==> config.mk <==
export PLATFORM = sky130hd
export DESIGN_NAME = vend_request_arbiter
export DESIGN_NICKNAME = d
export VERILOG_FILES = /design/src/rtl/vend_pkg.sv /design/src/rtl/vend_debounce.sv /design/src/rtl/vend_request_arbiter.sv
export SDC_FILE = /design/constraint.sdc
export NUM_CORES = 1
export LEC_CHECK = 0
export BUFFER_PORTS_ARGS = -buffer_cell sky130_fd_sc_hd__buf_2
export CAP_MARGIN = 10
export CORE_ASPECT_RATIO = 1.4
export CORE_MARGIN = 4
export CORE_UTILIZATION = 52
export CTS_BUF_LIST = sky130_fd_sc_hd__clkbuf_2 sky130_fd_sc_hd__clkbuf_4 sky130_fd_sc_hd__clkbuf_8
export DETAILED_ROUTE_END_ITERATION = 16
export HOLD_SLACK_MARGIN = 0.12
export PLACE_DENSITY = 0.68
export SYNTH_ARGS = -nofsm -noshare
export SYNTH_HDL_FRONTEND = slang
export SYNTH_SLANG_ARGS = --single-unit
==> constraint.sdc <==
create_clock -name clk -period 2.6 [get_ports clk]
set_input_delay 0.39 -clock clk [delete_from_list [all_inputs] [get_ports clk]]
set_output_delay 0.39 -clock clk [all_outputs]
set_load 0.02 [all_outputs]
==> src/rtl/vend_pkg.sv <==
// Shared constants for the vending front end: switch index map, arbiter states
// and the fixed request priority (credit before selection).
package vend_pkg;

    localparam int NUM_REQ    = 5;
    localparam int IDX_COIN5  = 0;
    localparam int IDX_COIN10 = 1;
    localparam int IDX_SEL1   = 2;
    localparam int IDX_SEL2   = 3;
    localparam int IDX_SEL3   = 4;

    typedef enum logic [1:0] {
        ST_IDLE  = 2'd0,
        ST_ISSUE = 2'd1,
        ST_GAP   = 2'd2
    } arb_state_t;

    // Highest priority first.
    localparam int PRIO_ORDER [NUM_REQ] = '{IDX_COIN10, IDX_COIN5, IDX_SEL1, IDX_SEL2, IDX_SEL3};

    function automatic logic [NUM_REQ-1:0] pick_grant(input logic [NUM_REQ-1:0] req);
        logic [NUM_REQ-1:0] grant;
        grant = '0;
        for (int i = NUM_REQ - 1; i >= 0; i--) begin
            if (req[PRIO_ORDER[i]]) begin
                grant                = '0;
                grant[PRIO_ORDER[i]] = 1'b1;
            end
        end
        return grant;
    endfunction

endpackage

==> src/rtl/vend_debounce.sv <==
// One switch: two-flop synchroniser, stable-count debounce and a registered
// single-cycle pulse on every accepted 0->1 transition.
module vend_debounce #(
    parameter int DEBOUNCE_CYCLES = 1000000
) (
    input  logic clk,
    input  logic reset_n,
    input  logic i_sw_raw,
    output logic o_rise
);

    localparam int CW = $clog2(DEBOUNCE_CYCLES + 1);

    logic [1:0]    r_sync;
    logic          r_level;
    logic          r_rise;
    logic [CW-1:0] r_cnt;

    // NOTE: non-blocking (<=) on every flop so all registers update from pre-edge values.
    always_ff @(posedge clk or negedge reset_n) begin
        if (!reset_n) begin
            r_sync  <= '0;
            r_level <= 1'b0;
            r_rise  <= 1'b0;
            r_cnt   <= '0;
        end else begin
            r_sync <= {r_sync[0], i_sw_raw};
            r_rise <= 1'b0;
            if (r_sync[1] == r_level) begin
                r_cnt <= '0;
            end else if (r_cnt == CW'(DEBOUNCE_CYCLES - 1)) begin
                r_level <= r_sync[1];
                r_rise  <= r_sync[1];
                r_cnt   <= '0;
            end else begin
                r_cnt <= r_cnt + 1'b1;
            end
        end
    end

    assign o_rise = r_rise;

endmodule

==> src/rtl/vend_request_arbiter.sv <==
// Switch front end for vending_machine_fsm: debounced edges become pending
// requests, issued one pulse at a time with a hold-off gap; LED pulse stretchers.
module vend_request_arbiter
    import vend_pkg::*;
#(
    parameter int DEBOUNCE_CYCLES = 1000000,
    parameter int GAP_CYCLES      = 4,
    parameter int STRETCH_CYCLES  = 25000000
) (
    input  logic       clk,
    input  logic       reset_n,
    input  logic [4:0] sw_raw,
    input  logic       dispense_in,
    input  logic       change_in,
    output logic       coin_5,
    output logic       coin_10,
    output logic       select_1,
    output logic       select_2,
    output logic       select_3,
    output logic [4:0] pending,
    output logic       dropped,
    output logic       led_dispense,
    output logic       led_change
);

    localparam int GW = $clog2(GAP_CYCLES + 1);
    localparam int SW = $clog2(STRETCH_CYCLES + 1);

    logic [NUM_REQ-1:0] w_rise;
    logic [NUM_REQ-1:0] w_clear;
    logic [NUM_REQ-1:0] r_pending;
    logic [NUM_REQ-1:0] r_grant;
    logic               r_dropped;
    arb_state_t         r_state;
    arb_state_t         w_state_nxt;
    logic               w_load;
    logic [GW-1:0]      r_gap_cnt;
    logic [SW-1:0]      r_disp_cnt;
    logic [SW-1:0]      r_chg_cnt;

    for (genvar g = 0; g < NUM_REQ; g++) begin : g_db
        vend_debounce #(
            .DEBOUNCE_CYCLES(DEBOUNCE_CYCLES)
        ) u_db (
            .clk     (clk),
            .reset_n (reset_n),
            .i_sw_raw(sw_raw[g]),
            .o_rise  (w_rise[g])
        );
    end

    assign w_clear = (r_state == ST_ISSUE) ? r_grant : '0;

    // A new edge in the same cycle as the issue-clear re-arms the bit instead of dropping.
    always_ff @(posedge clk or negedge reset_n) begin
        if (!reset_n) begin
            r_pending <= '0;
            r_dropped <= 1'b0;
        end else begin
            r_pending <= (r_pending & ~w_clear) | w_rise;
            if (|(w_rise & r_pending & ~w_clear)) begin
                r_dropped <= 1'b1;
            end
        end
    end

    // NOTE: defaults first so every path assigns every output; no latch can be inferred.
    always_comb begin
        w_state_nxt = r_state;
        w_load      = 1'b0;
        case (r_state)
            ST_IDLE: begin
                if (|r_pending) begin
                    w_state_nxt = ST_ISSUE;
                    w_load      = 1'b1;
                end
            end
            ST_ISSUE: w_state_nxt = ST_GAP;
            ST_GAP: begin
                if (r_gap_cnt == GW'(GAP_CYCLES - 1)) begin
                    if (|r_pending) begin
                        w_state_nxt = ST_ISSUE;
                        w_load      = 1'b1;
                    end else begin
                        w_state_nxt = ST_IDLE;
                    end
                end
            end
            default: w_state_nxt = ST_IDLE;
        endcase
    end

    always_ff @(posedge clk or negedge reset_n) begin
        if (!reset_n) begin
            r_state   <= ST_IDLE;
            r_grant   <= '0;
            r_gap_cnt <= '0;
        end else begin
            r_state <= w_state_nxt;
            if (w_load) begin
                r_grant <= pick_grant(r_pending);
            end
            if (r_state == ST_GAP && w_state_nxt == ST_GAP) begin
                r_gap_cnt <= r_gap_cnt + 1'b1;
            end else begin
                r_gap_cnt <= '0;
            end
        end
    end

    always_ff @(posedge clk or negedge reset_n) begin
        if (!reset_n) begin
            r_disp_cnt <= '0;
            r_chg_cnt  <= '0;
        end else begin
            if (dispense_in) begin
                r_disp_cnt <= SW'(STRETCH_CYCLES);
            end else if (r_disp_cnt != '0) begin
                r_disp_cnt <= r_disp_cnt - 1'b1;
            end
            if (change_in) begin
                r_chg_cnt <= SW'(STRETCH_CYCLES);
            end else if (r_chg_cnt != '0) begin
                r_chg_cnt <= r_chg_cnt - 1'b1;
            end
        end
    end

    // Outputs decode straight from flops so an asserted reset drops them without a clock.
    assign {select_3, select_2, select_1, coin_10, coin_5} = w_clear;
    assign pending      = r_pending;
    assign dropped      = r_dropped;
    assign led_dispense = (r_disp_cnt != '0);
    assign led_change   = (r_chg_cnt != '0);

endmodule
==> results.cfg, run 1 <==
[clock_network]
path_clk_slew_ns = 0.09
cts_buffer_depth = 2
insertion_delay_ns = 0.45
root_buffer = clkbuf_8
cts.sinks = 186
cts_buffers = 17
cts_tree = done
cts.htree.levels = 4

[routing]
drt_wl_total_um = 15700
wl_met2_um = 7930
ant_nets = 0
wl_per_cell_um = 13.8
drc = 0
vias = 6205
dr_wl_met3_um = 383
topRoutingLayerUsed = met4
viasPerCell = 5.43
drt_first_pass_iters = 4
drt-initial-drc-count = 344
m1WireLength_um = 7230

[critical_path]
cp_data_required_time_ns = 2.21
worstPathArrival_ns = 2.15
critical_path_class = reg -> out
cp-end-kind = primary output
critical_path.max_fanout = 4
critPathLaunchType = register

[sta]
layout_min_cycle_time_ns = 2.54
setup_ws_ns = 0.0639
worst_pin_slew_ns = 0.643
finalSetupViolations = 0
relSlewSlack_pct = 56.8
final_hold_viol_count = 0
finalMaxSlewViolations = 0
rsz0062_at_grt = yes
period_share_pct = 97.5
fmax_mhz = 394
fin_skew_ns = 0.00698

[placed_design]
gp_congestion = 0.817
post-dp-hpwl_um = 10600
dp_worst_setup_slack_ns = 0.293
numPortBuffers = 21

[cells_and_area]
area_growth_pct = 12.2
num_antenna_cells = 0
drive_gt1_share_pct = 11.7
fin_nets = 946

[logic_synthesis]
async_flop_share_pct = 100
ys_warn_count = 0
synth-edff-count = 0
synth.distinct_cells = 55
ys.flop_type = dfrtp_1
ys_seq_area_share_pct = 52.9
synth_fp_nets = 891
syn_inst = 871
ys_ff_latch = 186
netlist_area_um2 = 8800
synth.avg_cell_area_um2 = 10.1

[floorplanning]
fp.dieArea_um2 = 19100
fp.dieH_um = 162
start_util_pct = 52.8
die_w_um = 118
io-pin-count = 22
core_area_um2 = 16700
num_rows = 56

[worst_hold_path]
hold_path.class = in -> reg

[power_and_ir_drop]
powerDensity_nw_per_um2 = 566
power_uw = 5590
ir_worst_vdd_v = 0.000350
static-leakage-power_uw = 0.00426

[flow_run]
cap_violations = 0

[run_status]
status = finished clean

[grt]
grt_max_degree = 68
grt_pass1_vias = 6259
antenna_found_initial = 0
track_usage_pct = 17.9
grt_pass1_wl_um = 28800
grt-ovfl-total = 0
[power breakdown]
| group | total, uW | leakage [uW] | switching (uW) | internal (uW) |
|---|---|---|---|---|
| registers | 3070 | 0.00243 | 98.6 | 2970 |
| clock network | 2060 | 0.000212 | 997 | 1060 |
| logic | 466 | 0.00162 | 267 | 199 |
[registers in the layout, indices dropped and copies added, names as in the netlist]
register	count
g_db.u_db.o_rise	5
dropped	1
r_grant	5
r_chg_cnt	25
g_db.u_db.r_level	5
pending	5
r_gap_cnt	3
r_state	2
r_disp_cnt	25
g_db.u_db.r_cnt	100
g_db.u_db.r_sync	10
[cell usage in the layout, fill, tap and decap left out, types with 3 or more instances in the layout]
master,count
o21ai_0,4
nor3_1,26
nand3_1,51
nand4_1,29
mux2_2,5
inv_1,18
nor4_1,9
clkbuf_8,18
and4b_1,3
nand2_1,56
clkinvlp_4,3
or4_1,4
a211oi_1,9
nor4b_1,9
xnor2_1,70
buf_2,19
xor2_1,57
a21oi_1,20
bufinv_16,4
clkinv_2,5
nand3b_1,4
a2111oi_0,7
or3_1,10
buf_4,26
nand2b_1,12
nor2b_1,8
dlygate4sd3_1,6
nor3b_1,5
dfrtp_1,186
and4_1,9
a21o_1,4
and3_1,24
a31oi_1,5
nor2_1,154
ha_1,10
or2_2,6
[through the flow]
stage	hold WS, ns	cell area [um2]	instances	TNS [ns]	util [%]
global route	0.299	9880	1142	-0.0580	59.2
detailed placement	0.323	9260	1095	0	55.5
finish	0.317	9880	1142	0	59.2
CTS	0.293	9770	1133	0	58.6
global placement	0.322	9260	1095	0	55.5
floorplan	0.0944	8800	871	0	-
[area by class of cell]
type,count,area [um2]
Timing Repair Buffer,56,427
Fill cell,1440,6800
Clock inverter,13,176
Tap cell,203,254
Sequential cell,186,4650
Multi-Input combinational cell,645,4040
Inverter,20,75.1
Clock buffer,19,249
[synthesized netlist by cell type, types with 2 or more instances]
master / count / share of area [%]
a2111oi_0: 7 / 0.70
a211o_1: 2 / 0.20
a211oi_1: 9 / 0.77
a21o_1: 4 / 0.34
a21oi_1: 20 / 1.1
a31oi_1: 5 / 0.36
and2_1: 2 / 0.14
and3_1: 24 / 1.7
and4_1: 9 / 0.90
and4b_1: 3 / 0.34
buf_1: 3 / 0.13
buf_2: 6 / 0.34
clkbuf_1: 11 / 0.47
dfrtp_1: 186 / 53
ha_1: 11 / 1.6
inv_1: 20 / 0.85
mux2_2: 5 / 0.64
nand2_1: 56 / 2.4
nand2b_1: 12 / 0.85
nand3_1: 52 / 3.0
nand3b_1: 4 / 0.34
nand4_1: 29 / 2.1
nand4b_1: 2 / 0.20
nor2_1: 155 / 6.6
nor2b_1: 8 / 0.57
nor3_1: 27 / 1.5
nor3_2: 2 / 0.23
nor3b_1: 5 / 0.43
nor4_1: 9 / 0.64
nor4b_1: 10 / 1.0
o21ai_0: 4 / 0.23
o21ai_1: 2 / 0.11
o21bai_1: 2 / 0.17
or2_2: 6 / 0.43
or3_1: 10 / 0.71
or4_1: 5 / 0.43
xnor2_1: 70 / 7.0
xor2_1: 57 / 5.7
[worst max-delay path, cell delays in order (launching register included)]
cell     delay [ns]
dfrtp_1        0.43
inv_2          0.09
ha_4           0.12
or4b_4         0.47
nor3_4         0.28
nand3_2        0.16
buf_6          0.16
[what timing repair did]
item	4_1_cts	5_1_grt
gates resized for setup	6	9
setup buffers	0	9
hold buffers	6	0
pin swaps	1	4
cloned	0	0
setup endpoints to repair	2	2
hold endpoints to repair	37	0
[kinds of logic (layout without fill, tap and decap cells)]
kind of cell	after synthesis	after routing	share of synthesized area, %
buffers and inverters	40	108	1.79
DFF	186	186	52.9
and+or+nand+nor	440	440	25.7
AOI/OAI and AO/OA	60	60	4.51
xor gates and xnor gates	127	127	12.6
muxes	7	7	0.882
adders and majority gates	11	11	1.56
[path summary, 6_finish.rpt]
kind / from / slack (ns) / endpoint / cells past startpoint
setup / recovery: r_chg_cnt[0]$_DFFE_PN0P_ / 0.06 / led_change / 6
hold reg to reg: g_db[0].u_db.r_sync[0]$_DFF_PN0_ / 0.36 / g_db[0].u_db.r_sync[1]$_DFF_PN0_ / 0
hold / removal: change_in / 0.32 / r_chg_cnt[4]$_DFFE_PN0P_ / 2
setup reg to reg: r_chg_cnt[0]$_DFFE_PN0P_ / 0.24 / r_chg_cnt[21]$_DFFE_PN0P_ / 8
min in group asynchronous: reset_n / 0.40 / g_db[4].u_db.r_cnt[8]$_DFF_PN0_ / 2
max in group asynchronous: reset_n / 1.49 / g_db[2].u_db.r_cnt[18]$_DFF_PN0_ / 3
[layer usage]
layer,global-route usage [%],vias to the layer above
met1,23.1,3013
met3,3.62,17
met4,5.87,0
met5,0,-
met2,30.5,68
li1,-,3107
Note: power is estimated with default switching activity, not from simulation.
==> run 2: changes to the inputs <==
--- a/config.mk
+++ b/config.mk
@@ -5,6 +5,7 @@
 export SDC_FILE = /design/constraint.sdc
 export NUM_CORES = 1
 export LEC_CHECK = 0
+export ABC_AREA = 1
 export BUFFER_PORTS_ARGS = -buffer_cell sky130_fd_sc_hd__buf_2
 export CAP_MARGIN = 10
 export CORE_ASPECT_RATIO = 1.4
==> constraint.sdc (replaced) <==
create_clock -name clk -period 2.6 [get_ports clk]
set_input_delay 0 -clock clk [delete_from_list [all_inputs] [get_ports clk]]
set_output_delay 0 -clock clk [all_outputs]
set_load 0.02 [all_outputs]
==> run 2 against run 1 <==
  * Area after synthesis up 19%
  * Fmax rose by 34%
  * Cell area increased by 16%
  * Via count up 38%
  * Clock power barely moved
  * Sequential share of layout area decreased by 6.4 points
==> results.cfg, run 2 <==
[run_status]
status = finished clean

[sta]
finalMaxSlewViolations = 0
rsz0062_at_grt = no
fin_skew_ns = 0.0214
fmax_mhz = 529
hold-worst-slack_ns = 0.104
relSlewSlack_pct = 58.2
setup_ws_ns = 0.708
period_share_pct = 72.8
setup_tns_ns = 0
finalSetupViolations = 0
final_hold_viol_count = 0
worst_pin_slew_ns = 0.627
layout_min_cycle_time_ns = 1.89

[critical_path]
cp.buffers_inverters = 2
critPathLaunchType = register
cp-end-kind = primary output
worstPathArrival_ns = 1.89
critPathTopFamily = simple AND/OR/NAND/NOR gates
ff2ff_setup_slack_ns = 0.93
timing.rr.start = r_chg_cnt[0]$_DFFE_PN0P_
crit_chain = inv_1, ha_1, nand3_1, nor2_2, nand3_4, buf_2
crit_start = r_disp_cnt[0]$_DFFE_PN0P_
critPathSlowestCell = dfrtp_1
critical_path.max_fanout = 14
slowest_delay_ns = 0.40
critical_path_class = reg -> out
cp_data_required_time_ns = 2.60

[clock_network]
cts.repair.resized = 0
cts_setup_buffers = 0
cts_tree = done
cts_buffer_depth = 2
root_buffer = clkbuf_8
insertion_delay_ns = 0.47
path_clk_slew_ns = 0.10
cts.htree.levels = 4
cts_buffers = 17
cts.sinks = 186
hold_buffers = 8

[routing]
viasPerCell = 5.10
drt-initial-drc-count = 613
wl_per_cell_um = 13.0
ant_nets = 0
drt_wl_total_um = 21800
drt_first_pass_iters = 5
vias = 8576
drc = 0

[cells_and_area]
largest_reg_flops = 100
area_growth_pct = 9.02
largest_register = g_db.u_db.r_cnt
n_fill_cell = 1860
layout_commonest_cell = nor2_1
final_cell_mix = 286 x nor2_1, 277 x nand2_1, 186 x dfrtp_1
largestRegisters = g_db.u_db.r_cnt (100), r_chg_cnt (25), r_disp_cnt (25)
fin_nets = 1436
drive_gt1_share_pct = 12.9
num_antenna_cells = 0

[power_and_ir_drop]
static-leakage-power_uw = 0.00528
power_uw = 5660
powerDensity_nw_per_um2 = 496
ir_worst_vdd_v = 0.000304

[logic_synthesis]
synth_commonest_cells = 286 x nor2_1, 277 x nand2_1, 186 x dfrtp_1
ys_ff_latch = 186
synth_fp_nets = 1391
yosys.cell_count.top_type = nor2_1
syn_inst = 1371
synth_top_area_share_pct = 44.4
ys_seq_area_share_pct = 44.4
synth.avg_cell_area_um2 = 7.65
netlist_area_um2 = 10500
synth-edff-count = 0
synth.area.top_cells = dfrtp_1 44%, nor2_1 10%, nand2_1 9.9%, inv_1 6.3%, nand3_1 4.7%
ys.flop_type = dfrtp_1
ys_warn_count = 0
synth.distinct_cells = 43
async_flop_share_pct = 100
synth_top_area_cell = dfrtp_1

[grt]
grt_pass1_wl_um = 38700
antenna_found_initial = 0
grt_pass1_vias = 8545
grt-ovfl-total = 0
grt_max_degree = 74
track_usage_pct = 20.8

[flow_run]
cap_violations = 0

[placed_design]
gp_congestion = 0.932
dp_worst_setup_slack_ns = 0.958
post-dp-hpwl_um = 16400
numPortBuffers = 21

[floorplanning]
core_area_um2 = 19800
die_w_um = 128
io-pin-count = 22
num_rows = 61
start_util_pct = 52.8
fp.dieArea_um2 = 22500
fp.dieH_um = 176

[worst_hold_path]
hold_path.class = in -> async
-- run 2: cell types whose count changed after synthesis, moves of 17 or more --
cell	change
nor2_1	+131
nor2_4	+20
xnor2_1	-56
nand3_1	+46
nand2_1	+221
inv_1	+157
nand2_2	+23
nor2_2	+34
o21ai_0	+17
and3_1	-24
-- run 2: routing by layer --
layer,vias up,wire [um],global-route usage (%)
met1,4025,9370,25.5
met4,0,558,7.88
met3,40,595,3.54
met2,125,11300,36.6
met5,-,0,0
li1,4386,-,-
-- run 2: metrics by stage --
stage / instances / utilization, % / area (um2)
floorplan: 1371 / - / 10500
CTS: 1681 / 57.6 / 11400
global route: 1681 / 57.6 / 11400
global placement: 1641 / 55.0 / 10900
finish: 1681 / 57.6 / 11400
detailed placement: 1641 / 55.0 / 10900
-- run 2: area by class of cell --
| cell class | instances | area, um2 | share of cell area, % |
|---|---|---|---|
| clock inverter | 12 | 161 | 1.41 |
| inverter | 189 | 714 | 6.25 |
| multi-input combinational | 989 | 5060 | 44.3 |
| timing repair buffer | 33 | 249 | 2.18 |
| clock buffer | 20 | 269 | 2.35 |
| tap | 252 | 315 | 2.76 |
| sequential | 186 | 4650 | 40.7 |
-- run 2: cells by family (layout without fill, tap and decap cells) --
group / count (synthesis) / count (layout) / synth area share (%)
buf+inv: 196 / 254 / 7.28
flops: 186 / 186 / 44.4
simple gates: 859 / 859 / 39.1
compound gates: 62 / 62 / 3.10
xor+xnor: 57 / 57 / 4.76
fa+ha+maj: 11 / 11 / 1.31
-- run 2: power by group --
group,leakage [uW],internal (uW),switching (uW)
sequential,0.00243,2960,78.1
clock,0.000210,1030,1070
combinational,0.00264,161,372
total,0.00528,4150,1520
-- run 2: worst paths after layout --
check	endpoint	cells past startpoint
max	led_dispense	6
min	r_disp_cnt[22]$_DFFE_PN0P_	2
max reg2reg	r_chg_cnt[14]$_DFFE_PN0P_	7
min reg2reg	g_db[1].u_db.r_sync[1]$_DFF_PN0_	0
max in group asynchronous	r_grant[0]$_DFFE_PN0P_	3
min in group clk	g_db[0].u_db.r_sync[0]$_DFF_PN0_	2
==> run 3: changes to the inputs <==
==> constraint.sdc (replaced) <==
create_clock -name clk -period 1.98 [get_ports clk]
set_input_delay 0 -clock clk [delete_from_list [all_inputs] [get_ports clk]]
set_output_delay 0 -clock clk [all_outputs]
set_load 0.02 [all_outputs]
==> run 3 against run 2 <==
  * Clock skew shrank 0.0011 ns
  * Die area is the same
  * Clock-buffer cell count shrank 1
  * Final cell count grew 0.36%
  * Critical path depth is the same
  * Critical path type unchanged
==> results.cfg, run 3 (synthesis results as in run 2) <==
[critical_path]
worstPathArrival_ns = 1.78
cp-end-kind = primary output
cp_data_required_time_ns = 1.98
critPathLaunchType = register
critical_path.max_fanout = 5
critical_path_class = reg -> out

[sta]
layout_min_cycle_time_ns = 1.78
relSlewSlack_pct = 70.6
fin_skew_ns = 0.0203
finalSetupViolations = 0
fmax_mhz = 560
final_hold_viol_count = 0
setup_tns_ns = 0
finalMaxSlewViolations = 0
setup_ws_ns = 0.195
period_share_pct = 90.1
worst_pin_slew_ns = 0.442
rsz0062_at_grt = no

[grt]
use_met3_pct = 3.24
grt_pass1_vias = 8617
track_usage_pct = 20.7
busiest_layer = met2
grt_max_degree = 50
use_met2_pct = 36.9
grt_pass1_wl_um = 38700
antenna_found_initial = 0
grt-ovfl-total = 0
met1_usage_pct = 25.1

[cells_and_area]
layout_commonest_cell = nor2_1
largest_register = g_db.u_db.r_cnt
num_antenna_cells = 0
final_cell_mix = 286 x nor2_1, 277 x nand2_1, 186 x dfrtp_1
area_growth_pct = 9.06
largestRegisters = g_db.u_db.r_cnt (100), r_chg_cnt (25), r_disp_cnt (25)
finalNonFillerCells = 1687
finalInstanceArea_um2 = 11400
drive_gt1_share_pct = 13.2
largest_reg_flops = 100
fin_nets = 1442

[floorplanning]
num_rows = 61
fp.dieArea_um2 = 22500
die_w_um = 128
start_util_pct = 52.8
core_area_um2 = 19800
fp.dieH_um = 176
io-pin-count = 22

[power_and_ir_drop]
p_switching_uw = 1990
clock_power_share_pct = 34.3
p_comb_share_pct = 9.9
p_seq_share_pct = 55.8
powerDensity_nw_per_um2 = 625
static-leakage-power_uw = 0.00529
p_sw_share_pct = 27.8
ir_worst_vdd_v = 0.000357
intPower_uw = 5160

[clock_network]
path_clk_slew_ns = 0.10
insertion_delay_ns = 0.46
cts.htree.levels = 4
cts_buffers = 17
cts_buffer_depth = 2
root_buffer = clkbuf_8
cts.sinks = 186
cts_tree = done

[flow_run]
cap_violations = 0

[routing]
wl_per_cell_um = 12.9
drc = 0
drt_first_pass_iters = 5
viasPerCell = 5.01
vias = 8445
drt_wl_total_um = 21800
ant_nets = 0
drt-initial-drc-count = 465

[placed_design]
numPortBuffers = 21
gp_congestion = 0.913
dp_cells = 1643
place_area_um2 = 10900
dp_worst_setup_slack_ns = 0.367
post-dp-hpwl_um = 16500

[run_status]
status = finished clean

[worst_hold_path]
hold_path.class = in -> reg
-- run 3: final cells by class --
cell class	count	area (um2)
clock inverters	13	119
flip-flops and latches	186	4650
well taps	252	315
fillers	1870	8410
repair buffers	39	309
multi-input cells	989	5060
clock buffers	19	255
inverters	189	714
-- run 3: timing repair --
item / CTS / global route
hold endpoints to repair: 216 / 0
buffers inserted: 0 / 3
endpoints found under the setup margin: 0 / 2
hold buffers: 9 / 0
gates resized for setup: 0 / 0
-- run 3: worst paths after layout --
| path | end | startpoint | depth (start not counted) | slack [ns] |
|---|---|---|---|---|
| worst max register to register | r_chg_cnt[22]$_DFFE_PN0P_ | r_chg_cnt[0]$_DFFE_PN0P_ | 7 | 0.36 |
| worst min register to register | g_db[1].u_db.r_sync[1]$_DFF_PN0_ | g_db[1].u_db.r_sync[0]$_DFF_PN0_ | 0 | 0.36 |
| max in group asynchronous | r_disp_cnt[15]$_DFFE_PN0P_ | reset_n | 4 | 0.78 |
| min in group asynchronous | r_disp_cnt[6]$_DFFE_PN0P_ | reset_n | 3 | 0.56 |
| worst max-delay path | led_change | r_chg_cnt[0]$_DFFE_PN0P_ | 6 | 0.20 |
| worst min-delay path | g_db[4].u_db.r_sync[0]$_DFF_PN0_ | sw_raw[4] | 2 | 0.18 |
-- run 3: metal layers --
layer / vias up / part of all wire, %
met5: - / 0
met4: 0 / 2.7
met3: 46 / 2.0
met2: 106 / 52
met1: 3908 / 43
li1: 4385 / -
-- run 3: power groups by stage --
| stage | sequential (uW) | clock, uW | combinational [uW] |
|---|---|---|---|
| finish | 3990 | 2450 | 707 |
| detailed placement | 4060 | 0 | 703 |
| CTS | 3990 | 2530 | 721 |
| floorplan | 4040 | 0 | 488 |
| global route | 4000 | 2700 | 817 |
| global placement | 4060 | 0 | 692 |
-- run 3: metrics by stage --
step	hold slack [ns]	utilization, %	power (uW)
3_5_place_dp	-0.0158	55.2	4770
2_1_floorplan	-0.296	-	4530
3_3_place_gp	-0.0128	55.2	4750
5_1_grt	0.157	57.6	7520
6_report	0.177	57.6	7150
4_1_cts	0.140	57.5	7240
-- run 3: critical path, cell delays in order, from the launching register on --
cell	delay [ns]
dfrtp_1	0.40
inv_1	0.11
ha_1	0.20
nand2_1	0.11
nor3_4	0.21
nand3_4	0.12
buf_2	0.18
